--- src/rtl/program_loader.sv ---
// program_loader: boot-time loader that streams a big-endian image
// (16-bit word count, then 4 bytes per word, MSB first) into program memory
// and holds the processor in reset until the whole image has been written.
// Optional trailing XOR checksum byte: define LOADER_CHECKSUM_EN.
module program_loader #(
  parameter int          MEMORY_DEPTH = 64,
  parameter logic [31:0] BASE_ADDR    = 32'h0040_0000
) (
  input  logic        clk,
  input  logic        reset,
  input  logic        start_i,
  input  logic [7:0]  byte_data_i,
  input  logic        byte_valid_i,
  output logic        byte_ready_o,
  output logic        mem_write_o,
  output logic [31:0] mem_address_o,
  output logic [31:0] mem_data_o,
  output logic [15:0] word_count_o,
  output logic        cpu_reset_o,
  output logic        done_o,
  output logic        error_o
);

`ifdef LOADER_CHECKSUM_EN
  typedef enum logic [2:0] {
    S_IDLE, S_LEN_HI, S_LEN_LO, S_WORD, S_WRITE, S_DONE, S_ERROR, S_CHK
  } state_t;
`else
  typedef enum logic [2:0] {
    S_IDLE, S_LEN_HI, S_LEN_LO, S_WORD, S_WRITE, S_DONE, S_ERROR
  } state_t;
`endif

  localparam logic [15:0] DEPTH16 = 16'(MEMORY_DEPTH);

  state_t      state_q;
  state_t      state_d;
  logic [7:0]  len_hi_q;
  logic [15:0] len_q;
  logic [1:0]  byte_cnt_q;
  logic [31:0] word_q;
  logic [15:0] len_in;
  logic        last_word;
  logic        xfer;
`ifdef LOADER_CHECKSUM_EN
  logic [7:0]  csum_q;
`endif

  // Full length as seen on the LEN_LO transfer edge, and last-word detect.
  assign len_in    = {len_hi_q, byte_data_i};
  assign last_word = (word_count_o == (len_q - 16'd1));
  assign xfer      = byte_valid_i & byte_ready_o;

  // State register; reset drops straight back to IDLE, aborting any load.
  always_ff @(posedge clk or negedge reset) begin
    if (!reset) state_q <= S_IDLE;
    else        state_q <= state_d;
  end

  // Next-state decode and state-derived outputs (all outputs depend on state only).
  always_comb begin
    state_d      = state_q;
    byte_ready_o = 1'b0;
    mem_write_o  = 1'b0;
    cpu_reset_o  = 1'b0;
    done_o       = 1'b0;
    error_o      = 1'b0;
    case (state_q)
      S_IDLE: begin
        if (start_i) state_d = S_LEN_HI;
      end
      S_LEN_HI: begin
        byte_ready_o = 1'b1;
        if (byte_valid_i) state_d = S_LEN_LO;
      end
      S_LEN_LO: begin
        byte_ready_o = 1'b1;
        if (byte_valid_i) begin
          if ((len_in == 16'd0) || (len_in > DEPTH16)) state_d = S_ERROR;
          else                                         state_d = S_WORD;
        end
      end
      S_WORD: begin
        byte_ready_o = 1'b1;
        if (byte_valid_i && (byte_cnt_q == 2'd3)) state_d = S_WRITE;
      end
      S_WRITE: begin
        mem_write_o = 1'b1;
        if (last_word) begin
`ifdef LOADER_CHECKSUM_EN
          state_d = S_CHK;
`else
          state_d = S_DONE;
`endif
        end else begin
          state_d = S_WORD;
        end
      end
`ifdef LOADER_CHECKSUM_EN
      S_CHK: begin
        byte_ready_o = 1'b1;
        if (byte_valid_i) state_d = (byte_data_i == csum_q) ? S_DONE : S_ERROR;
      end
`endif
      S_DONE: begin
        cpu_reset_o = 1'b1;
        done_o      = 1'b1;
        if (start_i) state_d = S_LEN_HI;
      end
      S_ERROR: begin
        error_o = 1'b1;
        if (start_i) state_d = S_LEN_HI;
      end
      default: state_d = S_IDLE;
    endcase
  end

  // Datapath: length latch, word assembly, write address/data capture, counters.
  always_ff @(posedge clk or negedge reset) begin
    if (!reset) begin
      len_hi_q      <= 8'd0;
      len_q         <= 16'd0;
      byte_cnt_q    <= 2'd0;
      word_q        <= 32'd0;
      mem_address_o <= 32'd0;
      mem_data_o    <= 32'd0;
      word_count_o  <= 16'd0;
`ifdef LOADER_CHECKSUM_EN
      csum_q        <= 8'd0;
`endif
    end else begin
      case (state_q)
        S_IDLE, S_DONE, S_ERROR: begin
          if (start_i) begin
            word_count_o <= 16'd0;
            byte_cnt_q   <= 2'd0;
`ifdef LOADER_CHECKSUM_EN
            csum_q       <= 8'd0;
`endif
          end
        end
        S_LEN_HI: begin
          if (xfer) len_hi_q <= byte_data_i;
        end
        S_LEN_LO: begin
          if (xfer) begin
            len_q      <= len_in;
            byte_cnt_q <= 2'd0;
          end
        end
        S_WORD: begin
          if (xfer) begin
            word_q     <= {word_q[23:0], byte_data_i};
            byte_cnt_q <= byte_cnt_q + 2'd1;
`ifdef LOADER_CHECKSUM_EN
            csum_q     <= csum_q ^ byte_data_i;
`endif
            // Capture the completed word and its address so both stay put
            // through WRITE and afterwards until the next write.
            if (byte_cnt_q == 2'd3) begin
              mem_data_o    <= {word_q[23:0], byte_data_i};
              mem_address_o <= BASE_ADDR + {14'd0, word_count_o, 2'b00};
            end
          end
        end
        S_WRITE: begin
          word_count_o <= word_count_o + 16'd1;
        end
        default: ;
      endcase
    end
  end

endmodule

--- config.mk ---
export PLATFORM = sky130hd
export DESIGN_NAME = program_loader
export DESIGN_NICKNAME = d
export VERILOG_FILES = /design/src/rtl/program_loader.sv
export SDC_FILE = /design/constraint.sdc
export NUM_CORES = 1
export LEC_CHECK = 0
export ABC_AREA = 0
export BUFFER_PORTS_ARGS = -buffer_cell sky130_fd_sc_hd__buf_2
export CORE_ASPECT_RATIO = 1.1
export CORE_MARGIN = 8
export CORE_UTILIZATION = 50
export CTS_BUF_LIST = sky130_fd_sc_hd__clkbuf_4
export DETAILED_ROUTE_END_ITERATION = 10
export GPL_ROUTABILITY_DRIVEN = 0
export GPL_TIMING_DRIVEN = 0
export HOLD_SLACK_MARGIN = 0.06
export PLACE_DENSITY = 0.71
export RECOVER_POWER = 25
export SETUP_SLACK_MARGIN = 0.3
export SLEW_MARGIN = 0
export SYNTH_ARGS = -nofsm -noshare
export SYNTH_HDL_FRONTEND = slang
export SYNTH_SLANG_ARGS = --single-unit
--- constraint.sdc ---
create_clock -name clk -period 3.58 [get_ports clk]
set_input_delay 0.716 -clock clk [delete_from_list [all_inputs] [get_ports clk]]
set_output_delay 0.716 -clock clk [all_outputs]
set_load 0.01 [all_outputs]
# After elaboration in Yosys (flattened, before gate mapping)
# Cells that the tools add are included.
dict set report word_totals {
  output_inout_bits 85
  inputBits 12
  regBits 133
  word_cells 60
}
dict set report classes {
  n_eq_ne 14
  add_sub_neg 4
  n_lt_le_gt_ge 1
  n_bitwise 1
  mux 17
  n_reduce_logical 15
}
# op n
set op_table {}
lappend op_table {{16-bit one-hot mux with 2 select lines} 1}
lappend op_table {{23-bit by 18-bit adder with 24-bit output (first input constant)} 1}
lappend op_table {{3-bit two-way mux} 6}
lappend op_table {{16-bit by 1-bit adder with 16-bit output (second input constant)} 1}
lappend op_table {{16-bit equality test} 1}
lappend op_table {{16-bit by 7-bit > comparator with 1-bit output (second input constant)} 1}
lappend op_table {{16-bit zero test} 1}
lappend op_table {{16-bit two-way mux} 1}
lappend op_table {{16-bit by 1-bit subtractor with 16-bit output (second input constant)} 1}
lappend op_table {{3-bit one-hot mux with 5 select lines} 1}
lappend op_table {{2-bit != test (second input constant)} 5}
lappend op_table {{3-bit equality test (second input constant)} 3}
lappend op_table {{2-bit AND reduction} 4}
lappend op_table {{4-bit AND reduction} 2}
lappend op_table {{3-bit by 2-bit equality test with 1-bit output (second input constant)} 2}
lappend op_table {{2-bit two-way mux} 3}
lappend op_table {{2-bit one-hot mux with 3 select lines} 1}
lappend op_table {{3-bit OR reduction} 2}
lappend op_table {{1-bit two-way mux} 4}
lappend op_table {{3-bit by 1-bit equality test with 1-bit output (second input constant)} 1}
lappend op_table {{3-bit zero test} 1}
lappend op_table {{3-bit AND reduction} 1}
lappend op_table {{3-bit nonzero test} 1}
lappend op_table {{2-bit by 1-bit adder with 2-bit output (second input constant)} 1}
lappend op_table {{6 further kinds} 6}

# Logic depth before layout (Yosys ltp)
# Gate-level depths: netlist (run 1).
dict set report logic_depth {
  word_depth 6
  mapped_depth 9
  depth_no_buf 8
}

# Worst setup path before layout (run 1)
# No wires, ideal clock.
dict set report synth_timing {
  path_kind {register to register}
  start {register len_q[0]}
  end {register state_q[1]}
  arrival_ps 2248
  setup_slack_ps 1199
  required_time_ps 3447
  stages_incl_launch_ff 10
  n_path_buf 1
  synth_period_minus_slack_ps 2381
  setup_ps 133
  cell_sequence {dfrtp_1 inv_1 ha_1 or4b_1 clkbuf_2 or4_1 a32oi_1 nand4_1 nor3_2 a22oi_1}
}
dict set report synth_via {
  elab_chain_cells 4
}
# element line_no
set synth_rtl {}
lappend synth_rtl {{start, declared} 39} ;# logic [15:0] len_q;
lappend synth_rtl {{start signal, assigned} 147} ;# len_q <= len_in;
lappend synth_rtl {{16-bit by 1-bit subtractor with 16-bit output} 51} ;# assign last_word = (word_count_o == (len_q - 16'd1));
lappend synth_rtl {{16-bit equality test} 51}
lappend synth_rtl {{3-bit two-way mux} 89} ;# if (last_word) begin
lappend synth_rtl {{3-bit one-hot mux with 5 select lines} 68} ;# case (state_q)
lappend synth_rtl {{end signal, assigned} 57} ;# else state_q <= state_d;
lappend synth_rtl {{end, declared} 36} ;# state_t state_q;
# Every way passes these cells.
# A chain may end at the register's enable or synchronous reset.

# Worst setup path in the final report (run 1)
# Ends and elaborated chain as after synthesis.

==> results of run 1 <==
synth_stat cells (4+ instances only):
cell type	instances	area share [%]
a31oi_1	4	0.45
nand2b_1	8	0.90
xnor2_1	13	2.0
or4_1	4	0.54
nand4_1	6	0.67
nand2_1	30	2.0
nor4_1	8	0.90
o21ai_0	19	1.7
nor2b_1	4	0.45
mux2_2	94	19
nor2_1	16	1.1
mux2i_1	11	2.0
xor2_1	4	0.63
buf_4	16	2.2
clkbuf_1	13	0.88
inv_1	6	0.40
buf_1	6	0.40
dfrtp_1	118	53
and3_1	5	0.56
nor3_1	10	0.90
nand3_1	13	1.2
a21oi_1	7	0.63
layer usage:
| metal | vias up | track usage (%) | wire, um |
|---|---|---|---|
| met5 | - | 0 | 0 |
| met4 | 0 | 6.26 | 140 |
| met3 | 11 | 4.79 | 695 |
| met2 | 107 | 28.7 | 6200 |
| met1 | 1995 | 21.1 | 5070 |
| li1 | 1884 | - | - |
flip-flops by register name (all words and copies together) (netlist names):
signal         cells
byte_cnt_q         2
len_hi_q           8
len_q             16
mem_address_o     17
mem_data_o        32
state_q            3
word_count_o      16
word_q            24
cells in the final DEF (no fill, tap or decap), types with 13 or more instances in the layout:
| cell | count |
|---|---|
| dfrtp_1 | 118 |
| mux2_2 | 94 |
| buf_2 | 81 |
| nand2_1 | 30 |
| o21ai_0 | 19 |
| buf_4 | 17 |
| clkbuf_4 | 17 |
| nor2_1 | 16 |
| conb_1 | 15 |
| clkbuf_1 | 13 |
| nand3_1 | 13 |
| xnor2_1 | 13 |
metrics by stage:
stage,setup WS [ps],util [%],cells,area [um^2]
2_1_floorplan,1200,-,479,5630
3_3_place_gp,452,57.0,707,6210
3_5_place_dp,713,57.2,708,6240
4_1_cts,811,60.0,740,6550
5_1_grt,565,59.9,741,6530
6_report,778,59.9,741,6530
worst reg2reg max path: stages, from the launching register on:
cell	delay [ps]
dfrtp_1	460
inv_1	110
ha_1	340
or4b_1	480
clkbuf_2	170
or4_1	400
a32oi_1	210
nand4_1	150
nor3_2	260
a22oi_1	100
path summary, 6_finish.rpt:
check	endpoint	slack, ps	depth (start not counted)
max reg2reg	state_q[1]	780	9
max	state_q[1]	780	9
min	word_q[17]	210	1
max in group asynchronous	byte_cnt_q[0]	1400	2
min in group clk	mem_address_o[22]	480	1
min reg2reg	mem_address_o[22]	480	1
kinds of logic after synthesis:
logic type	synth area share, %
AO/OA/AOI/OAI	6.04
XOR/XNOR	2.67
adder cells (fa/ha/maj)	1.03
buffers and inverters	4.56
flip-flops	53.0
multiplexers	21.0
other	0.0673
AND/OR/NAND/NOR	11.7
power groups by stage:
stage                     combinational (mW)  clock (mW)  sequential (mW)
after CTS                               1.41        1.04             1.93
after global routing                    1.56        1.10             1.97
after global placement                  1.34           0             1.94
final                                   1.40        1.01             1.93
after detailed placement                1.40           0             1.95
after floorplan                         1.08           0             1.88
final cells by class:
class,instances,share of cell area [%]
timing repair buffer,82,6.32
multi-input combinational,314,37.0
buffer,39,3.43
tap,147,2.82
sequential,118,45.2
clock buffer,17,1.95
antenna,1,0.0383
clock inverter,15,2.74
inverter,8,0.460
==> results.ini, run 1 <==
[worst_setup_path]
cp.arrival_ps = 3190
startpoint_type = flip-flop
worst-path-buf-inv = 2
r2r-start = len_q[0]
path_class = flip-flop to flip-flop
slowest_stage = or4b_1
path_cells = inv_1 -> ha_1 -> or4b_1 -> clkbuf_2 -> or4_1 -> a32oi_1 -> nand4_1 -> nor3_2 -> a22oi_1
crit_family = simple AND/OR/NAND/NOR gates
worstPathMaxFanout = 9
startpoint = len_q[0]
critPathCaptureType = flip-flop
cp.required_ps = 3970
slowest_delay_ps = 480

[floorplan]
die_h_um = 127
start_util_pct = 51.1
num_rows = 40
die_x_um = 117
dieArea_um2 = 14800
ios = 97
placeableCoreArea_um2 = 10900

[pwr]
p_leak_nw = 3.30
switchingPower_mw = 1.51
switching_share_pct = 34.9
pwr-share-comb_pct = 32.4
pwr-share-seq_pct = 44.4
p_total_mw = 4.34
clkPwrFrac_pct = 23.3
intPower_mw = 2.83
power_density_nw_per_um2 = 664
vdd_ir_drop_max_v = 0.000346

[place]
place.port_buffers = 81
dp_hpwl_um = 8920

[clock_network]
clk_pin_slew_worst_paths_ps = 110
cts-root-buf = clkbuf_4
cts_buffers = 17
ctsHoldBuffers = 0
cts.sinks = 118
cts_max_path_buffers = 2
postCtsSetupRepairBufs = 0
htreeDepth = 4
insertion_delay_ps = 520
cts_tree = done
cts_resized = 0

[timing]
worst_pin_slew_ps = 1570
hold_slack_ps = 210
maxSlewHeadroom_pct = -4.90
setup_tns_ps = 0
fmax_ghz = 0.357
min_period_ps = 2800
final-max-slew-violation-count = 67
rsz0062_at_grt = no
post-route-period-util_pct = 78.3
setup_viol = 0
final-hold-violation-count = 0
skew_ps = 14.5

[grt]
grt_antenna_before_repair = 1
grt_max_degree = 67
globalRouteTotalUtil_pct = 17.4
grt_pass1_wl_um = 20000
first_global_vias = 3971
overflow = 0

[finish]
ff_latch_area_um2 = 2950
multi_input_area_um2 = 2420
fill_cells = 957
nNetsFinal = 596
syn_to_final_growth_pct = 17.2
drive_gt1_share_pct = 38.8

[synthesis]
synth_enable_flop_cells = 0
avgSynthCellArea_um2 = 12.0
synthCells = 465
dominantRegCellSynth = dfrtp_1
ys_seq_area_share_pct = 53.0
ys_async_sr_fraction_pct = 100
yosys_warnings = 0
yosysUniqueCellTypes = 55
synth_seq_cells = 118
netlist_area_um2 = 5570

[worst_hold_path]
hold_path_class = input port to async pin

[outcome]
status = finished with violations
violations = max-capacitance violations, max-slew violations

[route]
avgRoutedWirePerCell_um = 16.3
viasPerCell = 5.39
drc_errors = 0
ant_nets = 0
initialDrtViolationCount = 229
num_vias = 3997
drt_pass1_iterations = 7
routed_wirelength_um = 12100

[run]
drv_cap = 1

Power figures use the tool's default switching activity.
==> run 2: changes to the inputs <==
==> constraint.sdc (replaced) <==
create_clock -name clk -period 2.75 [get_ports clk]
set_input_delay 0.55 -clock clk [delete_from_list [all_inputs] [get_ports clk]]
set_output_delay 0.55 -clock clk [all_outputs]
set_load 0.01 [all_outputs]
==> run 2 against run 1 <==
First-iteration DRC count rose by 7.4%. Highest routed layer unchanged. The run now ends clean. Cell count rose by 0.81%. Power rose by 33%.
==> results.ini, run 2 (synthesized netlist as in run 1, its figures left out) <==
[outcome]
status = finished clean

[finish]
ff_latch_area_um2 = 2950
largest_register_ffs = 32
drive_gt1_share_pct = 41.6
fin_cells = 747
final_common_cell = dfrtp_1
reg_top3 = mem_data_o x32, word_q x24, mem_address_o x17
fill_cells = 944
multi_input_area_um2 = 2460
regMostFlops = mem_data_o
final_cell_mix = 118 x dfrtp_1, 94 x mux2_2, 82 x buf_2, 30 x nand2_1, 21 x buf_4
fin_area_um2 = 6650
nNetsFinal = 602
syn_to_final_growth_pct = 19.4

[floorplan]
num_rows = 40
start_util_pct = 51.1
placeableCoreArea_um2 = 10900
ios = 97
die_h_um = 127
dieArea_um2 = 14800
die_x_um = 117

[pwr]
vdd_ir_drop_max_v = 0.000456
p_leak_nw = 3.36
power_density_nw_per_um2 = 870

[route]
initialDrtViolationCount = 246
avgRoutedWirePerCell_um = 16.5
viasPerCell = 5.42
num_vias = 4052
drt_pass1_iterations = 6
drc_errors = 0
ant_nets = 0
routed_wirelength_um = 12300

[timing]
hold_slack_ps = 329
final-max-slew-violation-count = 0
setup_viol = 0
fmax_ghz = 0.404
skew_ps = 14.9
setup_tns_ps = 0
rsz0062_at_grt = yes
min_period_ps = 2480
maxSlewHeadroom_pct = 11.2
worst_pin_slew_ps = 1330
final-hold-violation-count = 0
post-route-period-util_pct = 90.1

[worst_setup_path]
cp.arrival_ps = 2870
worstPathMaxFanout = 4
r2r-start = len_q[0]
critPathCaptureType = flip-flop
startpoint = len_q[0]
startpoint_type = flip-flop
r2r.worst_path.cells = 9
path_class = flip-flop to flip-flop
cp.required_ps = 3140
rrSetupSlack_ps = 270
r2r_end = state_q[1]

[clock_network]
cts_max_path_buffers = 2
cts_buffers = 17
insertion_delay_ps = 520
cts_tree = done
htreeDepth = 4
cts.sinks = 118
cts-root-buf = clkbuf_4
clk_pin_slew_worst_paths_ps = 100

[grt]
overflow = 0
grt_antenna_before_repair = 1
grt_pass1_wl_um = 20100
grt_max_degree = 67
first_global_vias = 3987
globalRouteTotalUtil_pct = 17.4

[place]
place.port_buffers = 81
placed_area_um2 = 6240
placed_cells = 708
dp_hpwl_um = 8920

[worst_hold_path]
hp-start = byte_data_i[1]
hold_depth = 3
hold_path_class = input port to flip-flop
holdPathEnd = len_q[1]

[run]
drv_cap = 0

run 2: what timing repair did:
| item | in CTS | in global routing |
|---|---|---|
| gates cloned | 0 | 0 |
| endpoints found under the setup margin | 14 | 4 |
| pin swaps | 2 | 5 |
| gates resized for setup | 7 | 13 |
| hold endpoints to repair | 9 | 0 |
| hold buffers | 1 | 0 |
| setup buffers | 3 | 2 |
run 2: worst max-delay path, cell delays in order, from the launching register on:
cell and delay, ps:
dfrtp_1 410, inv_2 90, ha_4 130, or4b_4 460, buf_6 140, or4_4 410, a32oi_2 180, nand4_1 150
nor3_2 270, a22oi_1 100
run 2: metrics by stage:
stage	total power [mW]	worst slack [ps]	util, %
after floorplan	3.85	369	-
after CTS	5.75	324	60.5
after global routing	6.17	167	61.0
after global placement	4.27	-212	57.0
after detailed placement	4.37	18.4	57.2
final	5.79	273	61.0
run 2: worst max path at each step:
stage	endpoint	slack (ps)
6_report	state_q[1]	270
5_1_grt	state_q[1]	170
4_1_cts	state_q[1]	320
3_5_place_dp	state_q[1]	20
3_3_place_gp	mem_address_o[7]	-210
2_1_floorplan	state_q[1]	370
run 2: metal layers:
| layer | part of all wire [%] | vias up | GRT usage, % |
|---|---|---|---|
| met2 | 51 | 112 | 28.7 |
| met1 | 42 | 2030 | 21.3 |
| met4 | 1.3 | 0 | 6.26 |
| met3 | 5.6 | 14 | 4.79 |
| met5 | 0 | - | 0 |
| li1 | - | 1896 | - |
run 2: report_power, final:
part	internal [mW]	total, mW	leakage, nW	switching, mW
logic	0.980	1.96	1.65	0.984
registers	2.15	2.51	1.55	0.358
clock network	0.634	1.32	0.158	0.683
run 2: cell type report:
class | instances | share of cell area [%]
antenna | 1 | 0.0376
timing repair buffer | 88 | 7.22
tap | 147 | 2.77
clock buffer | 17 | 1.92
sequential | 118 | 44.4
multi-input combinational | 314 | 36.9
buffer | 39 | 3.59
clock inverter | 15 | 2.69
inverter | 8 | 0.451
==> run 3: changes to the inputs <==
--- a/config.mk
+++ b/config.mk
@@ -7,15 +7,17 @@
 export LEC_CHECK = 0
 export ABC_AREA = 0
 export BUFFER_PORTS_ARGS = -buffer_cell sky130_fd_sc_hd__buf_2
+export CELL_PAD_IN_SITES_DETAIL_PLACEMENT = 1
+export CELL_PAD_IN_SITES_GLOBAL_PLACEMENT = 1
 export CORE_ASPECT_RATIO = 1.1
 export CORE_MARGIN = 8
-export CORE_UTILIZATION = 50
+export CORE_UTILIZATION = 46
 export CTS_BUF_LIST = sky130_fd_sc_hd__clkbuf_4
 export DETAILED_ROUTE_END_ITERATION = 10
 export GPL_ROUTABILITY_DRIVEN = 0
 export GPL_TIMING_DRIVEN = 0
 export HOLD_SLACK_MARGIN = 0.06
-export PLACE_DENSITY = 0.71
+export PLACE_DENSITY = 0.81
 export RECOVER_POWER = 25
 export SETUP_SLACK_MARGIN = 0.3
 export SLEW_MARGIN = 0
==> run 3 against run 2 <==
Combinational power is 7% higher. Sequential share of layout area down 0.16 points. Global-route usage grew 2.2 points. Register-to-register slack got worse by 20 ps. Clock-buffer cell count is the same.
==> results.ini, run 3 (synthesized netlist as in run 1, its figures left out) <==
[outcome]
status = finished clean

[grt]
first_global_vias = 4652
grt_antenna_before_repair = 1
globalRouteTotalUtil_pct = 19.6
busiest_layer = met2
grtUsageMet1_pct = 22.6
grt_max_degree = 71
use_met3_pct = 4.41
grt_util_met2_pct = 33.2
grt_pass1_wl_um = 24800
overflow = 0

[floorplan]
ios = 97
die_x_um = 121
num_rows = 42
die_h_um = 131
placeableCoreArea_um2 = 11900
dieArea_um2 = 15900
start_util_pct = 46.7

[clock_network]
cts_tree = done
cts-root-buf = clkbuf_4
clk_pin_slew_worst_paths_ps = 120
cts_max_path_buffers = 2
cts.sinks = 118
cts_buffers = 17
insertion_delay_ps = 520
htreeDepth = 4

[timing]
maxSlewHeadroom_pct = 12.3
fmax_ghz = 0.400
final-hold-violation-count = 0
worst_pin_slew_ps = 1320
rsz0062_at_grt = yes
min_period_ps = 2500
setup_viol = 0
skew_ps = 20.1
final-max-slew-violation-count = 0
post-route-period-util_pct = 91.0
hold_slack_ps = 351

[finish]
fin_area_um2 = 6680
largest_register_ffs = 32
syn_to_final_growth_pct = 19.8
final_common_cell = dfrtp_1
regMostFlops = mem_data_o
final_cell_mix = 118 x dfrtp_1, 94 x mux2_2, 83 x buf_2, 30 x nand2_1, 21 x buf_4
drive_gt1_share_pct = 41.9
nNetsFinal = 602
reg_top3 = mem_data_o x32, word_q x24, mem_address_o x17
fill_cells = 1272
fin_cells = 754

[worst_setup_path]
worstPathMaxFanout = 5
crit_family = simple AND/OR/NAND/NOR gates
rrSetupSlack_ps = 250
r2r_end = state_q[1]
slowest_delay_ps = 460
r2r.worst_path.cells = 9
path_cells = inv_2 -> ha_4 -> or4b_4 -> buf_6 -> or4_4 -> a32oi_2 -> nand4_1 -> nor3_2 -> a22oi_1
r2r-start = len_q[0]
critPathCaptureType = flip-flop
startpoint_type = flip-flop
slowest_stage = or4b_4
cp.required_ps = 3130
path_class = flip-flop to flip-flop
worst-path-buf-inv = 2
cp.arrival_ps = 2880

[worst_hold_path]
hold_depth = 2
holdPathEnd = word_q[3]
hp-start = byte_data_i[3]
hold_path_class = input port to flip-flop

[place]
dp_hpwl_um = 10400
placed_area_um2 = 6260
placed_cells = 715
place.port_buffers = 81

[route]
initialDrtViolationCount = 168
drt_pass1_iterations = 5
viasPerCell = 5.43
num_vias = 4091
drc_errors = 0
ant_nets = 0
avgRoutedWirePerCell_um = 19.8
routed_wirelength_um = 15000

[pwr]
pwr-share-comb_pct = 35.0
intPower_mw = 3.78
pwr-share-seq_pct = 42.6
p_leak_nw = 3.35
switchingPower_mw = 2.19
switching_share_pct = 36.7
power_density_nw_per_um2 = 895
vdd_ir_drop_max_v = 0.000461
clkPwrFrac_pct = 22.4

[run]
drv_cap = 0

run 3: how the worst max path moves through the flow:
stage                 startpoint          endpoint  slack [ps]  cells past startpoint
finish                  len_q[0]        state_q[1]         250                      9
CTS                     len_q[1]        state_q[1]         300                      9
floorplan               len_q[0]        state_q[1]         370                      9
global placement           reset  mem_address_o[5]        -230                      1
detailed placement  byte_valid_i    mem_data_o[23]         -20                      6
global route            len_q[1]        state_q[1]         190                      9
run 3: routing by layer:
| metal | share of wire (%) | vias up |
|---|---|---|
| li1 | - | 1886 |
| met1 | 40 | 2089 |
| met2 | 54 | 93 |
| met3 | 3.5 | 23 |
| met4 | 1.8 | 0 |
| met5 | 0 | - |
run 3: power by group through the flow:
| stage | combinational (mW) | sequential, mW | clock, mW |
|---|---|---|---|
| floorplan | 1.41 | 2.44 | 0 |
| global placement | 1.76 | 2.53 | 0 |
| detailed placement | 1.89 | 2.57 | 0 |
| CTS | 1.99 | 2.53 | 1.37 |
| global route | 2.29 | 2.61 | 1.43 |
| finish | 2.09 | 2.54 | 1.34 |
run 3: metrics by stage:
stage | util (%) | setup TNS [ps] | power (mW) | setup WS, ps
after CTS | 55.5 | 0 | 5.89 | 300
final | 56.0 | 0 | 5.97 | 248
after global placement | 52.2 | -26390 | 4.29 | -231
after floorplan | - | 0 | 3.85 | 369
after detailed placement | 52.5 | -116 | 4.46 | -21.7
after global routing | 56.0 | 0 | 6.32 | 193
run 3: what timing repair did:
action | 4_1_cts | 5_1_grt
setup buffers | 3 | 2
endpoints found under the hold margin | 48 | 0
pin swaps | 3 | 5
setup endpoints to repair | 18 | 17
resized for setup | 8 | 16
hold buffers | 1 | 0
run 3: area by class of cell:
cell class | instances | area, um^2 | share of cell area, %
Buffer | 39 | 240 | 3.60
Tap cell | 154 | 193 | 2.89
Antenna cell | 1 | 2.50 | 0.0375
Multi-Input combinational cell | 314 | 2470 | 37.0
Inverter | 8 | 30.0 | 0.450
Clock buffer | 17 | 128 | 1.91
Clock inverter | 15 | 179 | 2.68
Sequential cell | 118 | 2950 | 44.2
Timing Repair Buffer | 88 | 480 | 7.20
run 3: worst register-to-register path, delay by kind of cell, from the launching register on:
family | cells | cell delay, ps
DFF | 1 | 410
adders and majority gates | 1 | 150
buffers and inverters | 2 | 260
AOI/OAI and AO/OA | 2 | 300
and+or+nand+nor | 4 | 1260
